<file path="src/rtl/serial_alu_sequencer.sv">
// serial_alu_sequencer
// Drives a 1-bit ALU slice bit-serially. It takes a WIDTH-bit request, presents
// operand bits LSB-first, chains the slice carry from one bit to the next, and
// returns the assembled result and final carry on a valid/ready port.
// Optional feature macro: SERIAL_ALU_FLAGS_EN adds the rsp_zero / rsp_ovf flags.
module serial_alu_sequencer #(
  parameter int WIDTH = 8
) (
  input  logic             clk,
  input  logic             reset,
  input  logic             req_valid,
  output logic             req_ready,
  input  logic [WIDTH-1:0] req_op1,
  input  logic [WIDTH-1:0] req_op2,
  input  logic             req_cin,
  input  logic [2:0]       req_opsel,
  input  logic             req_mode,
  output logic             slice_op1,
  output logic             slice_op2,
  output logic             slice_cin,
  output logic [2:0]       slice_opsel,
  output logic             slice_mode,
  input  logic             slice_result,
  input  logic             slice_cout,
  output logic             rsp_valid,
  input  logic             rsp_ready,
  output logic [WIDTH-1:0] rsp_result,
  output logic             rsp_cout
`ifdef SERIAL_ALU_FLAGS_EN
  ,
  output logic             rsp_zero,
  output logic             rsp_ovf
`endif
);

  localparam int CW = (WIDTH > 1) ? $clog2(WIDTH) : 1;
  localparam logic [CW-1:0] LAST_BIT = CW'(WIDTH - 1);

  typedef enum logic [1:0] {
    IDLE = 2'd0,
    RUN  = 2'd1,
    DONE = 2'd2
  } state_t;

  state_t           state_q, state_d;
  logic [CW-1:0]    cnt_q, cnt_d;
  logic [WIDTH-1:0] op1_q, op1_d;
  logic [WIDTH-1:0] op2_q, op2_d;
  logic             carry_q, carry_d;
  logic [2:0]       opsel_q, opsel_d;
  logic             mode_q, mode_d;
  logic [WIDTH-1:0] res_sh_q, res_sh_d;
  logic             req_ready_q, req_ready_d;
  logic             rsp_valid_q, rsp_valid_d;
  logic [WIDTH-1:0] rsp_result_q, rsp_result_d;
  logic             rsp_cout_q, rsp_cout_d;
`ifdef SERIAL_ALU_FLAGS_EN
  logic             zero_q, zero_d;
  logic             ovf_q, ovf_d;
`endif

  // Next-state and datapath: load on accept, shift one bit per RUN cycle, hold in DONE.
  always_comb begin
    state_d      = state_q;
    cnt_d        = cnt_q;
    op1_d        = op1_q;
    op2_d        = op2_q;
    carry_d      = carry_q;
    opsel_d      = opsel_q;
    mode_d       = mode_q;
    res_sh_d     = res_sh_q;
    req_ready_d  = req_ready_q;
    rsp_valid_d  = rsp_valid_q;
    rsp_result_d = rsp_result_q;
    rsp_cout_d   = rsp_cout_q;
`ifdef SERIAL_ALU_FLAGS_EN
    zero_d       = zero_q;
    ovf_d        = ovf_q;
`endif
    case (state_q)
      IDLE: begin
        if (req_valid && req_ready_q) begin
          op1_d       = req_op1;
          op2_d       = req_op2;
          carry_d     = req_cin;
          opsel_d     = req_opsel;
          mode_d      = req_mode;
          cnt_d       = '0;
          req_ready_d = 1'b0;
          state_d     = RUN;
        end else begin
          state_d = IDLE;
        end
      end
      RUN: begin
        // Result enters at the MSB so bit 0 lands at the LSB after WIDTH shifts.
        res_sh_d = {slice_result, res_sh_q[WIDTH-1:1]};
        op1_d    = {1'b0, op1_q[WIDTH-1:1]};
        op2_d    = {1'b0, op2_q[WIDTH-1:1]};
        carry_d  = slice_cout;
        if (cnt_q == LAST_BIT) begin
          // Last bit: publish result; the counter never advances past WIDTH-1.
          rsp_result_d = res_sh_d;
          rsp_cout_d   = slice_cout;
          rsp_valid_d  = 1'b1;
          cnt_d        = '0;
          state_d      = DONE;
`ifdef SERIAL_ALU_FLAGS_EN
          zero_d = (res_sh_d == '0);
          // carry_q is the carry into the MSB during the last bit.
          ovf_d  = mode_q ? 1'b0 : (carry_q ^ slice_cout);
`endif
        end else begin
          cnt_d = cnt_q + CW'(1);
        end
      end
      DONE: begin
        if (rsp_valid_q && rsp_ready) begin
          rsp_valid_d = 1'b0;
          req_ready_d = 1'b1;
          state_d     = IDLE;
        end else begin
          state_d = DONE;
        end
      end
      default: begin
        state_d     = IDLE;
        req_ready_d = 1'b1;
        rsp_valid_d = 1'b0;
      end
    endcase
  end

  // State and datapath registers; reset discards any in-flight operation.
  always_ff @(posedge clk or posedge reset) begin
    if (reset) begin
      state_q      <= IDLE;
      cnt_q        <= '0;
      op1_q        <= '0;
      op2_q        <= '0;
      carry_q      <= 1'b0;
      opsel_q      <= 3'b000;
      mode_q       <= 1'b0;
      res_sh_q     <= '0;
      req_ready_q  <= 1'b1;
      rsp_valid_q  <= 1'b0;
      rsp_result_q <= '0;
      rsp_cout_q   <= 1'b0;
`ifdef SERIAL_ALU_FLAGS_EN
      zero_q       <= 1'b0;
      ovf_q        <= 1'b0;
`endif
    end else begin
      state_q      <= state_d;
      cnt_q        <= cnt_d;
      op1_q        <= op1_d;
      op2_q        <= op2_d;
      carry_q      <= carry_d;
      opsel_q      <= opsel_d;
      mode_q       <= mode_d;
      res_sh_q     <= res_sh_d;
      req_ready_q  <= req_ready_d;
      rsp_valid_q  <= rsp_valid_d;
      rsp_result_q <= rsp_result_d;
      rsp_cout_q   <= rsp_cout_d;
`ifdef SERIAL_ALU_FLAGS_EN
      zero_q       <= zero_d;
      ovf_q        <= ovf_d;
`endif
    end
  end

  // Outputs come straight from flops; operand shift regs drain to zero after each op.
  assign req_ready   = req_ready_q;
  assign slice_op1   = op1_q[0];
  assign slice_op2   = op2_q[0];
  assign slice_cin   = carry_q;
  assign slice_opsel = opsel_q;
  assign slice_mode  = mode_q;
  assign rsp_valid   = rsp_valid_q;
  assign rsp_result  = rsp_result_q;
  assign rsp_cout    = rsp_cout_q;
`ifdef SERIAL_ALU_FLAGS_EN
  assign rsp_zero    = zero_q;
  assign rsp_ovf     = ovf_q;
`endif

endmodule
</file>
<file path="config.mk">
export PLATFORM = sky130hd
export DESIGN_NAME = serial_alu_sequencer
export DESIGN_NICKNAME = d
export VERILOG_FILES = /design/src/rtl/serial_alu_sequencer.sv
export SDC_FILE = /design/constraint.sdc
export NUM_CORES = 1
export LEC_CHECK = 0
export CAP_MARGIN = 0
export CORE_ASPECT_RATIO = 0.6
export CORE_MARGIN = 5
export CORE_UTILIZATION = 44
export DETAILED_ROUTE_END_ITERATION = 12
export GPL_ROUTABILITY_DRIVEN = 0
export PLACE_DENSITY = 0.84
export REMOVE_ABC_BUFFERS = 1
export SYNTH_ARGS = -nofsm -noshare
export SYNTH_HDL_FRONTEND = slang
export SYNTH_SLANG_ARGS = --single-unit
</file>
<file path="constraint.sdc">
create_clock -name clk -period 1.6 [get_ports clk]
set_clock_uncertainty 0.05 [all_clocks]
set_input_delay 0.24 -clock clk [delete_from_list [all_inputs] [get_ports clk]]
set_output_delay 0.24 -clock clk [all_outputs]
set_load 0.01 [all_outputs]
</file>
==> impl_metrics.json, run 1 <==
{
  "setup.worst_path.start_class": "flip-flop",
  "fp.dieW_um": 93.4,
  "drt-vias-per-instance": 4.91,
  "slew_headroom_pct": 84.4,
  "grt_pass1_wl_mm": 6.33,
  "clkLatencyLatePin_ns": 0.29,
  "setup_viol": 0,
  "p_sw_w": 0.00131,
  "drc": 0,
  "critical_path_class": "flip-flop to flip-flop",
  "powerDensity_nw_per_um2": 1700,
  "synth_cells": 150,
  "wire_per_inst_um": 14.4,
  "final-hold-violation-count": 0,
  "post-route-util_pct": 62.2,
  "rsz0062_at_grt": "no",
  "tightest_slew_ns": 0.234,
  "hold_class": "input pin to async pin",
  "r2r_slack_ns": 0.06,
  "drtIter0Drc": 74,
  "htreeDepth": 2,
  "grt_use_total_pct": 15.2,
  "coreArea_um2": 4080,
  "fillCellCount": 327,
  "worstPathRequired_ns": 1.73,
  "p_clk_share_pct": 19.3,
  "cpPeakStageDelay_ns": 0.41,
  "die_h_um": 60.0,
  "cts_tree": "yes",
  "p_seq_share_pct": 43.2,
  "reg2reg_from": "cnt_q[0]",
  "worst_ep_arrival_time_ns": 1.67,
  "fp.dieArea_um2": 5610,
  "cts_root_buf": "clkbuf_8",
  "fmax_mhz": 651,
  "netlist_area_um2": 1840,
  "layout_common_cells": "dfrtp_1 (43), clkdlybuf4s50_1 (43), nand2_1 (30)",
  "ir_drop_v": 0.00106,
  "firstDrtPassIters": 4,
  "yosysWarnings": 0,
  "report.final.slew_viol_count": 0,
  "r2r_cells": 5,
  "timing.critical_path.mode_cell": "ha_1",
  "clock-sinks": 44,
  "port_buffers": 44,
  "initial_core_util_pct": 45.1,
  "worstReg2RegEnd": "rsp_result[7]",
  "crit_chain": "ha_1, ha_1, nand2_2, buf_12, mux2_2",
  "final_area_um2": 2540,
  "ios": 45,
  "seq_area_frac_synth_pct": 60.0,
  "layout-drive-gt1-share_pct": 20.0,
  "finalCritPeriodShare_pct": 96.0,
  "num_antenna_cells": 0,
  "nets": 233,
  "ys_types": 26,
  "grt_pass1_vias": 1347,
  "combPwrFrac_pct": 37.5,
  "crit_buf_inv": 1,
  "vias": 1302,
  "crit_path_end_kind": "flip-flop",
  "finalSetupTns_ns": 0,
  "wirelength_mm": 3.81,
  "cts_buffers": 5,
  "area_growth_syn_to_layout_pct": 38.1,
  "antenna_found_initial": 0,
  "status": "complete, no violations",
  "max_cap_violations": 0,
  "slowest_stage": "dfrtp_1",
  "grt_start_max_net_pins": 45,
  "cts_buffer_depth": 2,
  "placed_cell_area_um2": 2420,
  "path_clk_slew_ns": 0.08,
  "cts_setup_buffers": 0,
  "synth_area_per_cell_um2": 12.2,
  "drtAntennaViolNets": 0,
  "intPower_w": 0.00299,
  "crit_family": "adder cells",
  "fin_crit_ns": 1.54,
  "cp_max_fo": 11,
  "grt_overflow": 0,
  "power.leakage_nw": 1.11,
  "cp_num_cells": 5,
  "place_hpwl_mm": 2.78,
  "rows": 18,
  "p_sw_share_pct": 30.4,
  "ys_ff_latch": 44
}
worst register-to-register path, cell delays in order (launching register included):
cell and delay, ns:
dfrtp_1 0.41, ha_1 0.21, ha_1 0.20, nand2_2 0.08, buf_12 0.13, mux2_2 0.34
Yosys cell counts:
cell | instances | share of area (%)
dfrtp_1 | 43 | 59
nand2_1 | 31 | 6.3
nand2b_1 | 12 | 4.1
mux2_2 | 11 | 6.7
o221a_1 | 9 | 5.5
o221a_2 | 6 | 3.7
buf_2 | 5 | 1.4
o21ai_0 | 5 | 1.4
inv_1 | 4 | 0.82
or2b_1 | 4 | 1.6
a21oi_1 | 2 | 0.54
buf_6 | 2 | 1.2
ha_1 | 2 | 1.4
mux2_1 | 2 | 1.2
a21o_1 | 1 | 0.41
and4bb_4 | 1 | 0.89
buf_1 | 1 | 0.20
clkbuf_1 | 1 | 0.20
dfstp_2 | 1 | 1.4
nor2_1 | 1 | 0.20
nor2b_1 | 1 | 0.34
o21ai_1 | 1 | 0.27
o21bai_1 | 1 | 0.41
o32ai_1 | 1 | 0.48
or2_1 | 1 | 0.34
or3_1 | 1 | 0.34
how the worst max path moves through the flow:
stage                     startpoint       endpoint
after global routing        cnt_q[0]  rsp_result[5]
after global placement     req_valid       op1_q[6]
final                       cnt_q[0]  rsp_result[7]
after floorplan            req_ready       op1_q[2]
after detailed placement   req_valid       op1_q[6]
after CTS                   cnt_q[0]  rsp_result[7]
metrics by stage:
stage	setup WS, ns	instances	hold slack, ns	total power, W
floorplan	-0.0656	141	0.241	0.00268
global placement	-0.0843	257	0.411	0.00341
detailed placement	-0.108	257	0.426	0.00351
CTS	0.0377	265	0.238	0.00434
global route	0.00632	265	0.255	0.00459
finish	0.0635	265	0.229	0.00430
power groups by stage:
stage / registers (W) / logic [W] / clock network (W)
global route: 0.00192 / 0.00177 / 0.000903
finish: 0.00186 / 0.00161 / 0.000831
floorplan: 0.00190 / 0.000776 / 0
CTS: 0.00186 / 0.00163 / 0.000850
detailed placement: 0.00188 / 0.00162 / 0
global placement: 0.00185 / 0.00155 / 0
timing repair:
item	in CTS	in global routing
pin swaps	0	0
setup endpoints to repair	1	8
resized for setup	1	2
hold buffers	0	0
gates cloned	0	0
layout make-up:
| cell class | instances | area, um2 | share of cell area [%] |
|---|---|---|---|
| clock inverter | 2 | 35.0 | 1.38 |
| clock buffer | 6 | 72.6 | 2.86 |
| inverter | 4 | 15.0 | 0.592 |
| multi-input combinational | 93 | 669 | 26.4 |
| timing repair buffer | 56 | 567 | 22.3 |
| sequential | 44 | 1100 | 43.5 |
| tap | 60 | 75.1 | 2.96 |
kinds of logic (layout without fill, tap and decap cells):
| logic type | Yosys count | in the layout | synth area share [%] |
|---|---|---|---|
| flops | 44 | 44 | 60.0 |
| buf+inv | 13 | 68 | 3.81 |
| simple gates | 52 | 52 | 14.2 |
| compound gates | 26 | 26 | 12.7 |
| fa+ha+maj | 2 | 2 | 1.36 |
| mux | 13 | 13 | 7.97 |
flip-flops by register name, indices dropped and copies added, names as in the netlist, 2 cells and up:
signal,count
slice_opsel,3
op1_q,8
state_q,2
op2_q,8
cnt_q,3
res_sh_q,7
rsp_result,8
layer usage:
| metal | track usage, % | wire (um) | vias up |
|---|---|---|---|
| met2 | 22.5 | 1590 | 41 |
| met3 | 4.91 | 252 | 6 |
| met4 | 7.52 | 78 | 0 |
| li1 | - | - | 629 |
| met1 | 20.3 | 1890 | 626 |
| met5 | 0 | 0 | - |
(Power assumes the default switching activity.)
==> run 2, diff against run 1 <==
--- a/config.mk
+++ b/config.mk
@@ -12,7 +12,6 @@
 export DETAILED_ROUTE_END_ITERATION = 12
 export GPL_ROUTABILITY_DRIVEN = 0
 export PLACE_DENSITY = 0.84
-export REMOVE_ABC_BUFFERS = 1
 export SYNTH_ARGS = -nofsm -noshare
 export SYNTH_HDL_FRONTEND = slang
 export SYNTH_SLANG_ARGS = --single-unit
==> run 2 against run 1 <==
Compared with the run above: sequential power about the same; clock-buffer cell count up 1; power down 3.1%; largest cell class unchanged; largest power group unchanged.
==> impl_metrics.json, run 2 (synthesis results as in run 1) <==
{
  "status": "complete, no violations",
  "cts_root_buf": "clkbuf_8",
  "ios": 45,
  "worstPathRequired_ns": 1.73,
  "busiest_layer": "met1",
  "intPower_w": 0.00288,
  "layout_common_cells": "dfrtp_1 (43), clkdlybuf4s50_1 (43), nand2_1 (31)",
  "grtUsageMet1_pct": 20.6,
  "p_total_w": 0.00416,
  "wire_per_inst_um": 13.1,
  "die_h_um": 60.0,
  "crit_path_end_kind": "flip-flop",
  "path_clk_slew_ns": 0.08,
  "p_clk_share_pct": 17.0,
  "grt_use_total_pct": 14.5,
  "initial_core_util_pct": 45.1,
  "grt_pass1_vias": 1337,
  "p_sw_w": 0.00128,
  "drc": 0,
  "drt-vias-per-instance": 4.80,
  "combPwrFrac_pct": 38.5,
  "firstDrtPassIters": 4,
  "vias": 1281,
  "grt_util_met3_pct": 5.53,
  "area_growth_syn_to_layout_pct": 37.2,
  "use_met2_pct": 20.2,
  "antenna_found_initial": 0,
  "nets": 235,
  "p_seq_share_pct": 44.5,
  "finalCritPeriodShare_pct": 95.5,
  "slew_headroom_pct": 80.9,
  "placed_cell_area_um2": 2420,
  "num_antenna_cells": 0,
  "layout-drive-gt1-share_pct": 19.8,
  "port_buffers": 44,
  "htreeDepth": 2,
  "critical_path_class": "flip-flop to flip-flop",
  "synth_fp_nets": 179,
  "cts_buffers": 5,
  "grt_pass1_wl_mm": 6.21,
  "place_hpwl_mm": 2.60,
  "report.final.slew_viol_count": 0,
  "final-hold-violation-count": 0,
  "multi_input_area_um2": 664,
  "grt_overflow": 0,
  "wirelength_mm": 3.51,
  "power.leakage_nw": 1.10,
  "finalSetupTns_ns": 0,
  "hold_class": "input pin to async pin",
  "seq_area_um2": 1100,
  "rsz0062_at_grt": "yes",
  "final_area_um2": 2520,
  "fillCellCount": 341,
  "cts_tree": "yes",
  "tightest_slew_ns": 0.287,
  "fin_crit_ns": 1.53,
  "setup_viol": 0,
  "cp_max_fo": 6,
  "fp.dieW_um": 93.4,
  "powerDensity_nw_per_um2": 1650,
  "clkLatencyLatePin_ns": 0.29,
  "clock-sinks": 44,
  "grt_start_max_net_pins": 23,
  "worst_ep_arrival_time_ns": 1.66,
  "drtAntennaViolNets": 0,
  "fp.dieArea_um2": 5610,
  "setup.worst_path.start_class": "flip-flop",
  "drtIter0Drc": 53,
  "cts_buffer_depth": 2,
  "p_sw_share_pct": 30.8,
  "coreArea_um2": 4080,
  "max_cap_violations": 0,
  "rows": 18,
  "ir_drop_v": 0.000947,
  "fmax_mhz": 654
}
run 2: cell types whose count changed in the layout (fill, tap and decap cells not counted), sizes merged:
| cell | previous run | this run |
|---|---|---|
| buf | 12 | 14 |
| bufinv | 1 | 0 |
| clkbuf | 6 | 7 |
| clkinv | 1 | 0 |
| clkinvlp | 0 | 1 |
run 2: path summary, 6_finish.rpt:
kind	from	end	slack [ns]	cells past startpoint
max	cnt_q[0]	rsp_result[0]	0.07	5
min	reset	cnt_q[0]	0.15	2
max reg2reg	cnt_q[0]	rsp_result[0]	0.07	5
min reg2reg	res_sh_q[1]	res_sh_q[1]	0.43	2
max in group asynchronous	reset	slice_opsel[1]	0.87	3
min in group clk	res_sh_q[1]	res_sh_q[1]	0.43	2
run 2: power groups by stage:
stage / combinational [W] / clock (W) / sequential (W)
after floorplan: 0.000872 / 0 / 0.00190
after CTS: 0.00161 / 0.000740 / 0.00186
after global placement: 0.00154 / 0 / 0.00186
after global routing: 0.00177 / 0.000775 / 0.00192
after detailed placement: 0.00160 / 0 / 0.00188
final: 0.00161 / 0.000708 / 0.00185
run 2: layout make-up:
class | count | share of cell area [%]
tap | 60 | 2.98
sequential | 44 | 43.7
clock inverter | 1 | 0.298
inverter | 4 | 0.596
multi-input combinational | 93 | 26.4
timing repair buffer | 58 | 22.6
clock buffer | 7 | 3.43
run 2: timing repair:
item	CTS	global route
resized for setup	1	0
pin swaps	0	0
endpoints found under the setup margin	1	9
buffers inserted	0	1
hold buffers	0	0
run 2: metrics by stage:
stage / utilization, % / hold slack [ns] / instances / worst slack (ns)
6_report: 61.8 / 0.150 / 267 / 0.0717
5_1_grt: 61.8 / 0.161 / 267 / -0.0207
4_1_cts: 61.6 / 0.146 / 266 / 0.0559
3_5_place_dp: 59.4 / 0.414 / 258 / -0.106
3_3_place_gp: 59.4 / 0.414 / 258 / -0.0883
2_1_floorplan: - / 0.241 / 150 / 0.0532
run 2: routing by layer:
metal | part of all wire [%] | vias to the layer above
li1 | - | 634
met1 | 51 | 609
met2 | 40 | 33
met3 | 7.7 | 5
met4 | 0.97 | 0
met5 | 0 | -
run 2: critical path, stage by stage (launching register included):
cell	delay, ns
dfrtp_1	0.39
ha_1	0.20
ha_1	0.20
nand2_1	0.08
buf_4	0.16
mux2_2	0.33
